<file path="src/rtl/riscv_pkg.sv">
// rtl/riscv_pkg.sv - shared pipeline constants, fetch-state encoding and PC helper
package riscv_pkg;

  localparam int XLEN = 32;

  localparam logic [XLEN-1:0] RESET_PC_DEFAULT = 32'h0000_0000;
  localparam logic [XLEN-1:0] NOP_INST_DEFAULT = 32'h0000_0013;

  typedef enum logic [0:0] {
    FETCH_RUN  = 1'b0,
    FETCH_HALT = 1'b1
  } fetch_state_e;

  // Sequential successor address; wraps silently at the top of the address space
  function automatic logic [XLEN-1:0] pc_plus4(input logic [XLEN-1:0] pc_in);
    return pc_in + 32'd4;
  endfunction

endpackage

</file>
<file path="src/rtl/if_id_reg.sv">
// rtl/if_id_reg.sv - IF/ID pipeline register with load, hold and bubble control
module if_id_reg
  import riscv_pkg::*;
#(
  parameter logic [XLEN-1:0] RESET_PC = RESET_PC_DEFAULT,
  parameter logic [XLEN-1:0] NOP_INST = NOP_INST_DEFAULT
) (
  input  logic            clk,
  input  logic            rst,
  input  logic            i_load,
  input  logic            i_bubble,
  input  logic [XLEN-1:0] i_pc,
  input  logic [XLEN-1:0] i_pc_plus4,
  input  logic [XLEN-1:0] i_instruction,
  output logic [XLEN-1:0] o_pc,
  output logic [XLEN-1:0] o_pc_plus4,
  output logic [XLEN-1:0] o_instruction,
  output logic            o_valid
);

  logic [XLEN-1:0] r_pc;
  logic [XLEN-1:0] r_pc_plus4;
  logic [XLEN-1:0] r_instruction;
  logic            r_valid;

  // Bubble keeps the discarded PC for debug visibility but replaces the word with a NOP
  always_ff @(posedge clk) begin
    if (rst) begin
      r_pc          <= RESET_PC;
      r_pc_plus4    <= pc_plus4(RESET_PC);
      r_instruction <= NOP_INST;
      r_valid       <= 1'b0;
    end else if (i_bubble) begin
      r_pc          <= i_pc;
      r_pc_plus4    <= i_pc_plus4;
      r_instruction <= NOP_INST;
      r_valid       <= 1'b0;
    end else if (i_load) begin
      r_pc          <= i_pc;
      r_pc_plus4    <= i_pc_plus4;
      r_instruction <= i_instruction;
      r_valid       <= 1'b1;
    end
  end

  assign o_pc          = r_pc;
  assign o_pc_plus4    = r_pc_plus4;
  assign o_instruction = r_instruction;
  assign o_valid       = r_valid;

endmodule

</file>
<file path="src/rtl/fetch_stage.sv">
// rtl/fetch_stage.sv - PC register, next-PC mux and fetch FSM (optional IF_MISALIGN_TRAP_EN)
module fetch_stage
  import riscv_pkg::*;
#(
  parameter logic [XLEN-1:0] RESET_PC = RESET_PC_DEFAULT,
  parameter logic [XLEN-1:0] NOP_INST = NOP_INST_DEFAULT
) (
  input  logic            clk,
  input  logic            rst,
  input  logic            stall_if,
  input  logic            redirect_valid,
  input  logic [XLEN-1:0] redirect_pc,
  output logic [XLEN-1:0] pc,
  input  logic [XLEN-1:0] instruction,
  output logic [XLEN-1:0] if_id_pc,
  output logic [XLEN-1:0] if_id_pc_plus4,
  output logic [XLEN-1:0] if_id_instruction,
  output logic            if_id_valid,
  output logic            fetch_misalign
);

  logic [XLEN-1:0] r_pc;
  logic [XLEN-1:0] w_pc_plus4;
  logic [XLEN-1:0] w_redirect_target;
  logic            w_halted;
  logic            w_bubble;
  logic            w_load;

  assign w_pc_plus4 = pc_plus4(r_pc);

`ifdef IF_MISALIGN_TRAP_EN
  localparam logic [0:0] ST_RUN  = FETCH_RUN;
  localparam logic [0:0] ST_HALT = FETCH_HALT;

  logic [0:0] r_state;
  logic       r_misalign;
  logic       w_redirect_misaligned;

  // Misaligned target is loaded as-is so a debugger can see where control went
  assign w_redirect_target     = redirect_pc;
  assign w_redirect_misaligned = |redirect_pc[1:0];
  assign w_halted              = (r_state == ST_HALT);

  // Every redirect re-decides RUN/HALT; the flag follows the alignment of the latest target
  always_ff @(posedge clk) begin
    if (rst) begin
      r_state    <= ST_RUN;
      r_misalign <= 1'b0;
    end else if (redirect_valid) begin
      r_state    <= w_redirect_misaligned ? ST_HALT : ST_RUN;
      r_misalign <= w_redirect_misaligned;
    end
  end

  assign fetch_misalign = r_misalign;
`else
  logic [1:0] w_unused_redirect_lsbs;

  // Without the trap, targets are word-aligned by dropping the low bits
  assign w_redirect_target      = {redirect_pc[XLEN-1:2], 2'b00};
  assign w_unused_redirect_lsbs = redirect_pc[1:0];
  assign w_halted               = 1'b0;
  assign fetch_misalign         = 1'b0;
`endif

  // Redirect squashes the wrong-path word; a halted fetch keeps emitting bubbles unless stalled
  assign w_bubble = redirect_valid | (w_halted & ~stall_if);
  assign w_load   = ~stall_if & ~w_halted;

  // Next-PC priority: reset, redirect, stall, halt, sequential
  always_ff @(posedge clk) begin
    if (rst) begin
      r_pc <= RESET_PC;
    end else if (redirect_valid) begin
      r_pc <= w_redirect_target;
    end else if (!stall_if && !w_halted) begin
      r_pc <= w_pc_plus4;
    end
  end

  assign pc = r_pc;

  if_id_reg #(
    .RESET_PC (RESET_PC),
    .NOP_INST (NOP_INST)
  ) u_if_id_reg (
    .clk           (clk),
    .rst           (rst),
    .i_load        (w_load),
    .i_bubble      (w_bubble),
    .i_pc          (r_pc),
    .i_pc_plus4    (w_pc_plus4),
    .i_instruction (instruction),
    .o_pc          (if_id_pc),
    .o_pc_plus4    (if_id_pc_plus4),
    .o_instruction (if_id_instruction),
    .o_valid       (if_id_valid)
  );

endmodule
</file>
<file path="config.mk">
export PLATFORM = sky130hd
export DESIGN_NAME = fetch_stage
export DESIGN_NICKNAME = d
export VERILOG_FILES = /design/src/rtl/riscv_pkg.sv /design/src/rtl/if_id_reg.sv /design/src/rtl/fetch_stage.sv
export SDC_FILE = /design/constraint.sdc
export NUM_CORES = 1
export LEC_CHECK = 0
export CAP_MARGIN = 25
export CORE_MARGIN = 2
export CORE_UTILIZATION = 35
export CTS_BUF_LIST = sky130_fd_sc_hd__clkbuf_8
export DETAILED_ROUTE_END_ITERATION = 10
export DONT_BUFFER_PORTS = 1
export GPL_TIMING_DRIVEN = 0
export HOLD_SLACK_MARGIN = 0.02
export MAX_ROUTING_LAYER = met4
export PLACE_DENSITY = 0.49
export SKIP_CTS_REPAIR_TIMING = 1
export SLEW_MARGIN = 0
export SYNTH_ARGS = -nofsm -noshare
export SYNTH_HDL_FRONTEND = slang
export SYNTH_SLANG_ARGS = --single-unit
export TNS_END_PERCENT = 30
</file>
<file path="constraint.sdc">
create_clock -name clk -period 5.2 [get_ports clk]
set_input_delay 1.04 -clock clk [delete_from_list [all_inputs] [get_ports clk]]
set_output_delay 1.04 -clock clk [all_outputs]
set_load 0.005 [all_outputs]
</file>
==> impl_metrics.env <==
export IMPL_ys_types=42
export IMPL_worstRegToRegCells=7
export IMPL_h_tree_depth=4
export IMPL_synthArstFlopShare_pct=0
export IMPL_antenna_found_initial=0
export IMPL_fillers=1606
export IMPL_cts_sinks=123
export IMPL_antenna_cells=0
export IMPL_grt_pass1_wl_um=28400
export IMPL_first_pass_iters=4
export IMPL_clock_power_share_pct=40.2
export IMPL_max_slew_margin_pct=42.8
export IMPL_synth_edff_count=0
export IMPL_end_kind="flop"
export IMPL_period_share_pct=58.8
export IMPL_seq_area_mm2=0.00246
export IMPL_drv_cap=0
export IMPL_cts_buffer_depth=2
export IMPL_fin_crit_ns=3.06
export IMPL_path_max_fanout=10
export IMPL_power_internal_mw=1.50
export IMPL_row_count=45
export IMPL_arrival_ns=3.39
export IMPL_max_stage_delay_ns=0.71
export IMPL_max_freq_mhz=327
export IMPL_syn_area_mm2=0.00548
export IMPL_rsz0062_at_grt="false"
export IMPL_ys_warn_count=0
export IMPL_p_leak_nw=2.12
export IMPL_vias=4833
export IMPL_synth_area_leader_cell="dfxtp_1"
export IMPL_worst_pin_slew_ns=0.859
export IMPL_cts_buffers=17
export IMPL_wl_um=18500
export IMPL_run_status="finished, final reports clean"
export IMPL_p_comb_share_pct=9.1
export IMPL_r2r_end="u_if_id_reg.o_pc_plus4[30]"
export IMPL_yosysSeqAreaShare_pct=45.0
export IMPL_synth_xor_area_share_pct=3.20
export IMPL_synth_top_family_by_area="simple AND/OR/NAND/NOR gates"
export IMPL_grt_use_total_pct=23.3
export IMPL_avgSynthCellArea_um2=8.53
export IMPL_path_cells="clkbuf_1, clkbuf_1, clkbuf_1, buf_2, mux2i_1, nand2_1"
export IMPL_clock_skew_ns=0.0118
export IMPL_worst_ep_required_time_ns=5.53
export IMPL_synth_compound_area_share_pct=16.1
export IMPL_route_antenna_remaining_nets=0
export IMPL_grt_pass1_vias=4902
export IMPL_switchingPower_mw=0.584
export IMPL_crit_top_cell="clkbuf_1"
export IMPL_clk_insertion_delay_late_ns=0.45
export IMPL_clkTransAtPathRegs_ns=0.07
export IMPL_avgViaCountPerCell=5.42
export IMPL_grt_max_degree=17
export IMPL_p_per_area_mw_per_mm2=339
export IMPL_cts_tree="built"
export IMPL_core_mm2=0.0153
export IMPL_cts_root_buf="clkbuf_8"
export IMPL_hpwlAfterDp_um=13800
export IMPL_fin_tns_setup_ns=0
export IMPL_drv_slew=0
export IMPL_slowest_stage="clkbuf_1"
export IMPL_crit_type="input pin to flop"
export IMPL_ys_flop_type="dfxtp_1"
export IMPL_drcViolationCount=0
export IMPL_yosys_top_cells_area="dfxtp_1 (45%), nor2_1 (6.3%), mux2i_1 (6.0%)"
export IMPL_area_growth_pct=12.4
export IMPL_seq_power_share_pct=50.7
export IMPL_dieArea_mm2=0.0167
export IMPL_gp_congestion=0.880
export IMPL_synth_fa_ha_area_share_pct=0.228
export IMPL_initial_core_util_pct=35.9
export IMPL_die_x_um=129
export IMPL_hp_class="flop to flop"
export IMPL_finalHoldWorstSlack_ns=0.476
export IMPL_setup_viol=0
export IMPL_synthCells=642
export IMPL_swShare_pct=28.0
export IMPL_ios=198
export IMPL_r2r_slack_ns=2.45
export IMPL_port_buffers=0
export IMPL_crit_end="u_if_id_reg.o_instruction[4]"
export IMPL_drt_iter0_drc=375
export IMPL_nets=736
export IMPL_wl_per_cell_um=20.8
export IMPL_synth_area_mux_share_pct=6.03
export IMPL_drive_gt1_share_pct=8.09
export IMPL_reg2reg_from="pc[3]"
export IMPL_gr_total_overflow=0
export IMPL_hold_viol=0
export IMPL_yosysTopAreaCellShare_pct=45.0
export IMPL_irDropWorstVdd_mv=0.139
export IMPL_multi_input_area_mm2=0.00270
export IMPL_yosys_area_share_simple_pct=23.3
export IMPL_cp_startpoint="stall_if"
export IMPL_die_h_um=129
export IMPL_startpoint_type="input pin"
export IMPL_synth_seq_cells=123
[layer usage]
metal / wire, um / vias up / GRT usage (%) / part of all wire, %
met1: 7850 / 2258 / 28.1 / 42
li1: - / 2336 / - / -
met4: 407 / 0 / 8.44 / 2.2
met5: 0 / - / - / 0
met2: 8570 / 210 / 36.0 / 46
met3: 1710 / 29 / 8.18 / 9.2
[cell families (layout without fill, tap and decap cells)]
| family | Yosys count | count (layout) |
|---|---|---|
| AOI/OAI and AO/OA | 126 | 126 |
| xor gates and xnor gates | 20 | 20 |
| DFF | 123 | 123 |
| muxes | 33 | 33 |
| adders and majority gates | 1 | 1 |
| buffers and inverters | 74 | 106 |
| other | 1 | 7 |
| and+or+nand+nor | 264 | 264 |
[cell usage in the layout (no fill, tap or decap), types with 5 or more instances in the layout]
cell      count
xnor2_1      16
and4_1        5
a21oi_1      34
nor2_1       92
o31ai_1      20
or4_1        21
conb_1        7
or3_1        12
clkbuf_8     22
buf_2         5
clkbuf_1     46
nor4_1       13
buf_4        11
nand2_1      81
a311oi_1     33
mux2i_1      33
dfxtp_1     123
a211oi_1     19
inv_1         6
o21ai_0      13
nand3_1       8
nand4_1      11
[critical path: cells and delay by family]
| family | cells | cell delay (ns) |
|---|---|---|
| and+or+nand+nor | 1 | 0.07 |
| muxes | 1 | 0.23 |
| buffers and inverters | 4 | 2.04 |
[flip-flops by register name, summed over array words and instances, names as in the netlist]
name,cells
pc,30
u_if_id_reg.o_pc,30
u_if_id_reg.o_valid,1
u_if_id_reg.o_pc_plus4,30
u_if_id_reg.o_instruction,32
[power groups by stage]
stage                     Sequential, mW  Combinational [mW]  Clock [mW]
after detailed placement            1.08               0.190           0
after floorplan                     1.06               0.143           0
after CTS                           1.06               0.190       0.852
final                               1.06               0.190       0.839
after global placement              1.08               0.186           0
after global routing                1.07               0.214       0.900
[synth_stat cells (all sizes together), types with 3 or more instances]
master	count
dfxtp	123
nor2	92
nand2	81
clkbuf	47
a21oi	34
a311oi	33
mux2i	33
or4	22
buf	21
o31ai	20
a211oi	19
xnor2	16
nor4	13
o21ai	13
or3	12
nand4	11
nand3	9
inv	6
and3	5
and4	5
nor2b	4
xor2	4
a2111oi	3
nand2b	3
[worst min-delay path by stage]
stage / from / to / cells past startpoint
after global routing: u_if_id_reg.o_pc[20] / u_if_id_reg.o_pc[20] / 2
after floorplan: u_if_id_reg.o_valid / u_if_id_reg.o_valid / 2
after global placement: u_if_id_reg.o_pc[28] / u_if_id_reg.o_pc[28] / 2
final: u_if_id_reg.o_pc[25] / u_if_id_reg.o_pc[25] / 2
after CTS: u_if_id_reg.o_pc[7] / u_if_id_reg.o_pc[7] / 2
after detailed placement: u_if_id_reg.o_pc[7] / u_if_id_reg.o_pc[7] / 2
[metrics by stage]
stage	instance area (um^2)	instances	total power, mW	util [%]	worst slack (ns)
4_1_cts	6160	891	2.10	40.4	2.12
6_report	6160	891	2.09	40.4	2.14
3_5_place_dp	5760	859	1.27	37.8	1.63
3_3_place_gp	5760	859	1.27	37.8	1.70
2_1_floorplan	5500	648	1.20	-	2.60
5_1_grt	6160	891	2.18	40.4	1.99
[cell type report]
type,instances,share of cell area (%)
plain buffers,68,5.06
clock buffers,22,4.92
clock inverters,10,1.48
inverters,6,0.366
multi-input cells,451,43.9
flip-flops and latches,123,40.0
well taps,211,4.29
Power figures use the tool's default switching activity.
